`config.mk`:
```
export PLATFORM = sky130hd
export DESIGN_NAME = cu_fsm
export DESIGN_NICKNAME = d
export VERILOG_FILES = /design/src/rtl/otter_pkg.sv /design/src/rtl/intr_capture.sv /design/src/rtl/cu_fsm.sv
export SDC_FILE = /design/constraint.sdc
export NUM_CORES = 1
export LEC_CHECK = 0
export BUFFER_PORTS_ARGS = -buffer_cell sky130_fd_sc_hd__buf_2
export CAP_MARGIN = 20
export CORE_AREA = 2 2 39 41
export DETAILED_ROUTE_END_ITERATION = 10
export DIE_AREA = 0 0 41 43
export PLACE_DENSITY = 0.47
export SLEW_MARGIN = 20
export SYNTH_ARGS = -nofsm -noshare
export SYNTH_HDL_FRONTEND = slang
export SYNTH_SLANG_ARGS = --single-unit
```
`constraint.sdc`:
```
create_clock -name CLK -period 0.95 [get_ports CLK]
set_input_delay 0.095 -clock CLK [delete_from_list [all_inputs] [get_ports CLK]]
set_output_delay 0.095 -clock CLK [all_outputs]
set_load 0.02 [all_outputs]
```
`src/rtl/otter_pkg.sv`:
```
// Shared OTTER definitions: opcode/funct3 constants and control-unit state encoding.
package otter_pkg;

    localparam logic [6:0] OP_RTYPE  = 7'b0110011;
    localparam logic [6:0] OP_ITYPE  = 7'b0010011;
    localparam logic [6:0] OP_LOAD   = 7'b0000011;
    localparam logic [6:0] OP_STORE  = 7'b0100011;
    localparam logic [6:0] OP_BRANCH = 7'b1100011;
    localparam logic [6:0] OP_LUI    = 7'b0110111;
    localparam logic [6:0] OP_AUIPC  = 7'b0010111;
    localparam logic [6:0] OP_JAL    = 7'b1101111;
    localparam logic [6:0] OP_JALR   = 7'b1100111;
    localparam logic [6:0] OP_SYS    = 7'b1110011;

    localparam logic [2:0] F3_CSRRW = 3'b001;
    localparam logic [2:0] F3_MRET  = 3'b000;

    typedef enum logic [2:0] {
        StInit,
        StFetch,
        StExec,
        StWb,
        StIntr
    } cu_state_t;

endpackage

```
`src/rtl/intr_capture.sv`:
```
// Interrupt capture: 2-flop synchronizer, rising-edge detect and sticky pending latch.
module intr_capture (
    input  logic clk,
    input  logic rst_n,
    input  logic set,
    input  logic clear,
    output logic int_pending
);

    logic sync1_q, sync2_q, sync3_q;
    logic pending_q, pending_d;
    logic edge_det;

    assign edge_det = sync2_q & ~sync3_q;

    // A new edge wins over a simultaneous clear so no request is lost.
    assign pending_d = edge_det | (pending_q & ~clear);

    always_ff @(posedge clk or negedge rst_n) begin
        if (!rst_n) begin
            sync1_q   <= 1'b0;
            sync2_q   <= 1'b0;
            sync3_q   <= 1'b0;
            pending_q <= 1'b0;
        end else begin
            sync1_q   <= set;
            sync2_q   <= sync1_q;
            sync3_q   <= sync2_q;
            pending_q <= pending_d;
        end
    end

    assign int_pending = pending_q;

endmodule

```
`src/rtl/cu_fsm.sv`:
```
// OTTER multicycle control unit: FETCH/EXEC/WB sequencing with memory stalls.
// Define CU_FSM_INTR_EN to include interrupt capture and the INTR entry state.
module cu_fsm
    import otter_pkg::*;
(
    input  logic       CLK,
    input  logic       RST_N,
    input  logic [6:0] OPCODE,
    input  logic [2:0] FUNC3,
    input  logic       IMEM_RDY,
    input  logic       DMEM_RDY,
    input  logic       INTR,
    input  logic       MIE,
    output logic       PC_WE,
    output logic       RF_WE,
    output logic       CSR_WE,
    output logic       MEM_RDEN1,
    output logic       MEM_RDEN2,
    output logic       MEM_WE2,
    output logic       INT_TAKEN,
    output logic       CORE_RST
);

    cu_state_t state_q, state_d;
    cu_state_t retire_state;

`ifdef CU_FSM_INTR_EN
    logic int_pending;

    intr_capture u_intr_capture (
        .clk         (CLK),
        .rst_n       (RST_N),
        .set         (INTR),
        .clear       (state_q == StIntr),
        .int_pending (int_pending)
    );

    assign retire_state = (int_pending && MIE) ? StIntr : StFetch;
`else
    logic unused_intr;
    assign unused_intr  = INTR ^ MIE;
    assign retire_state = StFetch;
`endif

    always_ff @(posedge CLK or negedge RST_N) begin
        if (!RST_N) begin
            state_q <= StInit;
        end else begin
            state_q <= state_d;
        end
    end

    always_comb begin
        state_d   = state_q;
        PC_WE     = 1'b0;
        RF_WE     = 1'b0;
        CSR_WE    = 1'b0;
        MEM_RDEN1 = 1'b0;
        MEM_RDEN2 = 1'b0;
        MEM_WE2   = 1'b0;
        INT_TAKEN = 1'b0;
        CORE_RST  = 1'b0;

        unique case (state_q)
            StInit: begin
                CORE_RST = 1'b1;
                state_d  = StFetch;
            end

            StFetch: begin
                MEM_RDEN1 = 1'b1;
                if (IMEM_RDY) begin
                    state_d = StExec;
                end
            end

            StExec: begin
                case (OPCODE)
                    OP_RTYPE, OP_ITYPE, OP_LUI, OP_AUIPC, OP_JAL, OP_JALR: begin
                        PC_WE = 1'b1;
                        RF_WE = 1'b1;
                    end
                    OP_BRANCH: begin
                        PC_WE = 1'b1;
                    end
                    OP_SYS: begin
                        PC_WE = 1'b1;
                        if (FUNC3 == F3_CSRRW) begin
                            RF_WE  = 1'b1;
                            CSR_WE = 1'b1;
                        end
                    end
                    OP_LOAD: begin
                        MEM_RDEN2 = 1'b1;
                        if (DMEM_RDY) begin
                            state_d = StWb;
                        end
                    end
                    OP_STORE: begin
                        MEM_WE2 = 1'b1;
                        PC_WE   = DMEM_RDY;
                    end
                    default: begin
                        PC_WE = 1'b1;
                    end
                endcase
                // Retire point: any EXEC cycle that advances the PC.
                if (PC_WE) begin
                    state_d = retire_state;
                end
            end

            StWb: begin
                RF_WE   = 1'b1;
                PC_WE   = 1'b1;
                state_d = retire_state;
            end

`ifdef CU_FSM_INTR_EN
            StIntr: begin
                INT_TAKEN = 1'b1;
                PC_WE     = 1'b1;
                state_d   = StFetch;
            end
`endif

            default: begin
                state_d = StInit;
            end
        endcase
    end

endmodule

```
After elaboration in Yosys (flattened, before gate mapping)
Cells that the tools add are included.
{"block": "word_totals", "out_inout_bits": 8, "input_bits": 16, "reg_bits": 3, "wordCells": 40}
{"block": "classes", "n_eq_ne": 16, "reduce_logical": 4, "muxes": 19}
{"op": "7-bit by 6-bit equality test with 1-bit output, second input constant", "count": 3}
{"op": "7-bit equality test, second input constant", "count": 3}
{"op": "7-bit by 5-bit equality test with 1-bit output, second input constant", "count": 2}
{"op": "3-bit 2-to-1 mux", "count": 4}
{"op": "1-bit 2-to-1 mux", "count": 10}
{"op": "3-bit case mux with 3 select lines", "count": 1}
{"op": "1-bit case mux with 2 select lines", "count": 4}
{"op": "7-bit by 2-bit equality test with 1-bit output, second input constant", "count": 1}
{"op": "3-bit by 1-bit equality test with 1-bit output, second input constant", "count": 2}
{"op": "3-bit by 2-bit equality test with 1-bit output, second input constant", "count": 2}
{"op": "6-bit OR reduction", "count": 1}
{"op": "3-bit zero test", "count": 1}
{"op": "3-bit by 2-bit != test with 1-bit output, second input constant", "count": 1}
{"op": "3-bit != test, second input constant", "count": 1}
{"op": "3-bit AND reduction", "count": 1}
{"op": "2-bit != test, second input constant", "count": 1}
{"op": "2-bit OR reduction", "count": 1}

Logic depth before layout (Yosys ltp)
Gate-level depths: netlist of run 1.
{"block": "depth", "word_depth": 5, "mapped_depth": 3, "mapped_depth_nobuf": 3}

Least setup slack after synthesis of run 1
OpenSTA, ideal clock, no wires.
{"block": "synth_path", "kind": "input to output", "from": "input FUNC3[2]", "to": "output CSR_WE", "cell_stages": 3, "path_buffers": 0, "required_ns": 0.855, "arrival_ns": 1.174, "setup_slack_ns": -0.319, "path_cell_list": "and4bb_1 nand4_1 nor4bb_1"}
{"block": "synth_via", "elab_chain_len": 4}
{"item": "start: declaration", "line": "cu_fsm.sv:9", "source": "input logic [2:0] FUNC3,"}
{"item": "3-bit by 1-bit equality test with 1-bit output", "line": "cu_fsm.sv:88", "source": "if (FUNC3 == F3_CSRRW) begin"}
{"item": "1-bit 2-to-1 mux", "line": "cu_fsm.sv:88"}
{"item": "1-bit 2-to-1 mux", "line": "cu_fsm.sv:78", "source": "case (OPCODE)"}
{"item": "1-bit 2-to-1 mux", "line": "cu_fsm.sv:64", "source": "unique case (state_q)"}
{"item": "end: declaration", "line": "cu_fsm.sv:16", "source": "output logic CSR_WE,"}
No other way between the ends.

Worst setup path after layout of run 1
{"block": "layout_path", "from": "register state_q[0]", "to": "output MEM_RDEN2"}
{"block": "layout_via", "elab_chain_len": 2}
{"item": "start: declaration", "line": "cu_fsm.sv:24", "source": "cu_state_t state_q, state_d;"}
{"item": "start signal: assignment", "line": "cu_fsm.sv:47", "source": "state_q <= StInit;"}
{"item": "start signal: assignment", "line": "cu_fsm.sv:49", "source": "state_q <= state_d;"}
{"item": "3-bit by 2-bit equality test with 1-bit output", "line": "cu_fsm.sv:64"}
{"item": "1-bit 2-to-1 mux", "line": "cu_fsm.sv:64"}
{"item": "end: declaration", "line": "cu_fsm.sv:18", "source": "output logic MEM_RDEN2,"}
No other way between the ends.

==> results of run 1 <==
-- cell usage in the layout (no fill, tap or decap), drive strengths merged --
| cell | n |
|---|---|
| nor2b | 1 |
| conb | 1 |
| dfrtp | 2 |
| o31a | 1 |
| buf | 29 |
| nor2 | 5 |
| o21a | 1 |
| nor4bb | 1 |
| nand2 | 2 |
| o21ai | 2 |
| a21oi | 1 |
| clkbuf | 3 |
| and2 | 2 |
| nor4 | 1 |
| a31oi | 1 |
| dlygate4sd3 | 1 |
| and4bb | 1 |
| nand4 | 1 |
| inv | 1 |
| nand4b | 2 |
-- routing by layer --
layer	track usage, %	share of wire [%]
met5	0	0
met4	10.0	2.0
met3	1.57	1.5
met2	18.1	59
met1	10.9	37
-- where the power goes --
group          switching (mW)  internal, mW  leakage (nW)
Sequential             0.0184        0.0965        0.0212
Combinational           0.100         0.132         0.254
Clock                  0.0595         0.140        0.0138
-- metrics by stage --
stage / utilization [%] / std cells / hold slack [ps] / worst slack [ps]
final: 40.7 / 75 / 95.8 / -284
after global routing: 40.7 / 75 / 117 / -324
after CTS: 39.9 / 75 / 91.2 / -289
after floorplan: - / 27 / -201 / -81.5
after detailed placement: 31.8 / 70 / -116 / -268
after global placement: 31.8 / 70 / -117 / -268
-- area by class of cell --
cell class	count	area share, %
Timing Repair Buffer	30	43.3
Multi-Input combinational cell	23	39.1
Sequential cell	2	9.33
Clock buffer	3	4.00
Tap cell	16	3.56
Inverter	1	0.667
-- critical path, cell delays in order, from the launching register on --
cell      delay, ps
dfrtp_2         440
nand4b_4        230
nor2_4          110
buf_6           120
-- kinds of logic after synthesis --
group,count (synthesis),synth area share (%)
other,1,1.76
AOI/OAI and AO/OA,6,17.6
and+or+nand+nor,16,51.8
DFF,2,23.5
buffers and inverters,2,5.29
-- worst max path at each step --
| stage | slack (ps) | end | cells past startpoint | startpoint |
|---|---|---|---|---|
| floorplan | -80 | CSR_WE | 3 | FUNC3[2] |
| global placement | -270 | PC_WE | 6 | OPCODE[2] |
| detailed placement | -270 | CSR_WE | 5 | FUNC3[2] |
| CTS | -290 | MEM_RDEN2 | 3 | state_q[0] |
| global route | -320 | MEM_RDEN2 | 3 | state_q[0] |
| finish | -280 | MEM_RDEN2 | 3 | state_q[0] |
-- what timing repair did --
action                                  4_1_cts  5_1_grt
endpoints found under the setup margin        9        9
endpoints found under the hold margin         2        0
cloned                                        0        0
buffers inserted                              1        0
pin swaps                                     6        1
resized for setup                            18        4
hold buffers                                  1        0
==> run summary, run 1 <==
The flow ran to the end, but the final reports show violations. The final reports fail on negative setup slack. The number of cell instances on the worst register-to-register path works out to 3.

The share of async-settable or async-resettable flops after synthesis was 100%. The tools report the sequential cell area fraction in the yosys report as 23.5%. After layout, the worst path uses 130% of the clock period.

The filler cells instantiated in the layout total 128. Synthesis produced a netlist whose cell count is 27. The power per unit of standard cell area came out at 972 nW/um^2. After legalization and detailed placement, the total HPWL measured 609 um. In the global route stage, overall resource usage came out at 11.0%. In the final layout, the registers with the most flip-flops are state_q (2). The repair_antennas step left the layout with diodes totalling 0. The initial antenna violation count is 0, and the share of cells above drive strength 1 is 71.2%.

The synthesized design devotes to its leading area cell type 23.5% of total area. The number of CTS-inserted buffers was 3; the clock transition at the registers of the reported paths was 30 ps. The final route contains 331 vias.

Counting instances, the worst hold path has a depth of 2. For the maximum number of buffers from clock root to sink, the log shows 2. The area growth from synthesis to layout is 165%. The logs give 1760 um^2 for the total die area and 220 um^2 for the multi-input logic area. The worst register-to-register path begins at state_q[0]. The most used flip-flop cell after synthesis is dfrtp_1. The largest total area in the synthesized netlist belongs to dfrtp_1. The final layout contains routed wiring with a total length of 806 um. The total iterations of the first detailed-routing run is 2. Yosys attributes the largest share of cell area to dfrtp_1 (24%), nor2_1 (8.8%), nand4b_2 (7.1%). Data arrives at the worst endpoint at 1140 ps. For this run, design rule violations remaining after detail routing come to 0. The logs give 2 for the clock sink total and 20 for the number of distinct library cells after synthesis.

The mean area per synthesized cell is 7.88 um^2. Entering global routing, the biggest net connects 7 pins. Total power for the finished layout comes to 547 uW. The run gives 0 as the number of warnings reported in the yosys synthesis log.

In the synthesized netlist, the cells that appear most often are nor2_1 (5), and2_1 (2), dfrtp_1 (2), nand2_1 (2). For the final critical-path setup slack, the log shows -284 ps. The count of state elements after synthesis was 2; the worst supply voltage drop on vdd was 0.332 mV. The tools report the netlist area before placement as 213 um^2. The tools report the capturing element type of the critical path as an output pin. The tools report the capture endpoint of the worst hold path as state_q[0].

For the worst-skew pair, the clock arrives at the later sink with an insertion delay of 230 ps. During I/O placement, the number of pins put on the boundary was 24. For the max capacitance violation total, the log shows 0. The library cell with the highest instance count after synthesis is nor2_1.

The worst setup path is launched from a register. The worst setup path is of the register to output pin kind. The wire length of the first global-routing pass is 1.28 mm, and the number of enable flip-flop cells after synthesis is 0. The data required time of the worst path was 850 ps. The tree is rooted in a clkbuf_4.

The run gives 1 as the number of levels in the clock H-tree. The net count of the finished layout is 77. The average detailed-routed wire length per instance is 10.7 um. The startpoint identified for the worst hold timing path is DMEM_RDY.

The largest fanout on the critical path was 6; the initial core utilization was 15.4%. The die span in y was 43 um; the number of endpoints failing setup at the final stage was 9. The number of nets still failing antenna checks after routing is 0, and the total number of placement rows is 14. The logs give 0 for the max-slew violation count and 0 for the final hold violation count. For this block, the initial DRC count from the detailed router was 2.

For the final database, setup skew stands at 0.833 ps. TritonCTS built the clock tree. The tools report the endpoint of the lowest-slack register-to-register path as state_q[0]. In the routed layout, each cell is associated on average with a via count of 4.41. For the total negative slack, the log shows -2030 ps.

In this run the cell area measured after placement is 440 um^2. After routing the design area is 563 um^2. The achievable frequency came out at 810 MHz.

The tools report the footprint of the flip-flops and latches as 52.6 um^2. The tightest min-delay check is of the primary input to register type. state_q holds more flip-flops than any other register. The width of the chip was 41 um. Setup repair after global routing could not meet its margin everywhere.

Register-to-register setup slack: -170 ps. The shortest clock period the worst path allows after layout was 1230 ps; the final weighted congestion in routability-driven placement was 0.702. The register with the most flip-flops in the layout has 2 of them. The run gives 346 as the via count of the first global-routing pass. Counting every net in the synthesized netlist gives 43. The final global-route overflow total is 0, and the leakage power is 0.289 nW. The number of port buffers was 20; the core footprint was 1380 um^2.
No activity file was read; power rests on OpenSTA's default activity.
==> run 2, diff against run 1 <==
--- a/config.mk
+++ b/config.mk
@@ -10,8 +10,9 @@
 export CORE_AREA = 2 2 39 41
 export DETAILED_ROUTE_END_ITERATION = 10
 export DIE_AREA = 0 0 41 43
+export HOLD_SLACK_MARGIN = 0.1
 export PLACE_DENSITY = 0.47
-export SLEW_MARGIN = 20
+export SLEW_MARGIN = 10
 export SYNTH_ARGS = -nofsm -noshare
 export SYNTH_HDL_FRONTEND = slang
 export SYNTH_SLANG_ARGS = --single-unit
==> run 2 against run 1 <==
Against the previous run:
- the flow still finishes with violations (negative setup slack)
- first-iteration DRC count up 100%
- clock power fell by 4%
- sequential power is essentially flat
- routed wire length is 5.3% higher
- critical path depth stayed put
- non-clock buffer count grew 2
- global-route usage grew 0.10 points
- total power up 0.13%
- critical path type unchanged
- critical endpoint unchanged
==> run summary, run 2 (synthesis gave the netlist of run 1 again) <==
The leading cell type in the layout, fill and taps excluded was buf_2. After the first detailed-routing iteration, the DRC count stood at 4. Launching element type of the critical path: a register. The tools report the wire length of the first global-routing pass as 1.31 mm. The worst setup path is of the register to output pin kind. In this run the tool buffered the top-level ports with 20 buffer cells. In this run, placement finished with an instance count of 70. The clock passes through at most 2 buffers. Origin of the critical flop-to-flop path: state_q[0]. Traced cell by cell, the critical path runs through nand4b_4, nor2_4, buf_6. In this run the static leakage power is 0.297 nW. The die covers 1760 um^2.

The finished cells cover 583 um^2. Clock share of power: 35.2%. In this run the worst setup path begins at state_q[0]. The run gives 849 um as the overall routed net length. Final critical-path setup slack: -275 ps. Root cell of the clock tree: clkbuf_4. The logs give 850 ps for the data required time of the worst path and 0 for the antenna diode count. The detailed router placed 342 vias in this run.

Combinational logic is responsible for 43.9% of the overall power. After clock tree synthesis, the clock-pin slew on the worst setup and hold paths is 30 ps. CTS saw 2 sinks. The largest registers in the layout are state_q (2). The average detailed-routed wire length per instance was 11.0 um. The register ranked first by flip-flop count is state_q.

The wire-length estimate of the detail-placed layout is 609 um. The worst-case IR drop observed on VDD is 0.405 mV. Internal power comes to 374 uW. Net switching is 31.8% of the power.

The slowest stage of the critical path belongs to the cell dfrtp_2. The initial antenna violation count came out at 0. Once detail routing completed, the nets flagged for antenna violations numbered 0. The tools report the number of endpoints failing setup at the final stage as 9. For the non-filler instance count after layout, the log shows 77. Pin placement for this block handled 24 I/O pins. After layout, the minimum clock period comes to 1220 ps. For the worst-skew pair, the clock arrives at the later sink with an insertion delay of 230 ps. The die span in y was 43 um; the number of CTS-inserted buffers was 3.

Entering global routing, the biggest net connects 7 pins. The largest fanout on the critical path is 6. Setup repair after global routing could not meet its margin everywhere. STA classifies the critical path endpoint as an output pin.

The path category of the worst min-delay check is primary input to async pin. The tools report the DRC violation count after routing as 0. The via count of the first global-routing pass is 338, and the net count of the finished layout is 79. The final hold violation count came out at 0.

The run finished, with violations left. The logs give 0.702 for the final weighted congestion in routability-driven placement and 1130 ps for the endpoint arrival time on the critical path. The width of the chip was 41 um. Total global routing track utilization: 11.1%.

The share of cells above drive strength 1 is 68.9%, and the biggest cell delay along the critical path is 440 ps. In the layout the commonest cells are buf_2 (10), buf_6 (9), buf_4 (9). The run gives 0 as the final global-route overflow total.

The cell family contributing the most delay on the critical path is flip-flops. The number of filler instances in the final layout is 127, and the total number of placement rows is 14. Static timing analysis puts the maximum clock frequency at 816 MHz. The clock skew was 5.20 ps. The final reports fail on negative setup slack. The initial core utilization is 15.4%, and the area growth from synthesis to layout is 174%.

The register with the most flip-flops in the layout has 2 of them. In this run the power density over the cells is 940 nW/um^2. Across the run, the number of max-cap violations was 0. Before antenna repair, the detailed router went through 2 iterations. The logs give 0 for the max-slew violation count and -1960 ps for the total negative slack. In this run the standard cell core region covers 1380 um^2.

The share of total power dissipated in sequential elements is 20.9%. TritonCTS built the clock tree. The sum of buffers and inverters on the critical path was 1. The tools report the number of levels in the clock H-tree as 1.

Summing all placed instances gives a cell area of 440 um^2. Of the available clock period, the critical path in the final layout requires 129%. The average via count per standard cell came out at 4.44.

Summed over all nets, the switching power comes to 174 uW.
[run 2: worst paths after layout]
path / end / slack [ps] / cells after the start
worst max-delay path: MEM_RDEN2 / -270 / 3
worst min-delay path: state_q[1] / 190 / 2
worst max register to register: state_q[0] / -180 / 3
worst min register to register: state_q[1] / 760 / 4
max in group asynchronous: state_q[0] / 650 / 2
min in group CLK: state_q[1] / 190 / 3
[run 2: power by group through the flow]
stage               Combinational (mW)  Sequential (mW)  Clock (mW)
floorplan                       0.0930            0.115           0
global placement                 0.185            0.116           0
detailed placement               0.184            0.115           0
CTS                              0.228            0.115       0.206
global route                     0.255            0.116       0.212
finish                           0.241            0.114       0.193
[run 2: through the flow]
step	hold slack, ps	util [%]	total power, mW	setup slack [ps]
CTS	169	41.3	0.549	-289
global route	191	42.1	0.584	-320
detailed placement	-116	31.8	0.299	-268
finish	187	42.1	0.548	-275
global placement	-117	31.8	0.301	-268
floorplan	-201	-	0.208	-81.5
[run 2: area by class of cell]
cell class              instances  area, um^2  area share (%)
inverters                       1        3.75           0.644
repair buffers                 32         264            45.3
flip-flops and latches          2        52.6            9.01
well taps                      16        20.0            3.43
clock buffers                   3        22.5            3.86
multi-input cells              23         220            37.8
[run 2: layer usage]
layer / up-vias / track usage, % / wire, um
met5: - / 0 / 0
met3: 2 / 1.57 / 13
met1: 166 / 11.9 / 331
met2: 6 / 18.4 / 488
li1: 168 / - / -
met4: 0 / 8.00 / 15
[run 2: repair_timing]
action / in CTS / in global routing
pin swaps: 6 / 1
endpoints found under the setup margin: 9 / 9
resized for setup: 18 / 4
gates cloned: 0 / 0
buffers inserted: 1 / 0
hold buffers: 3 / 0
endpoints found under the hold margin: 4 / 0
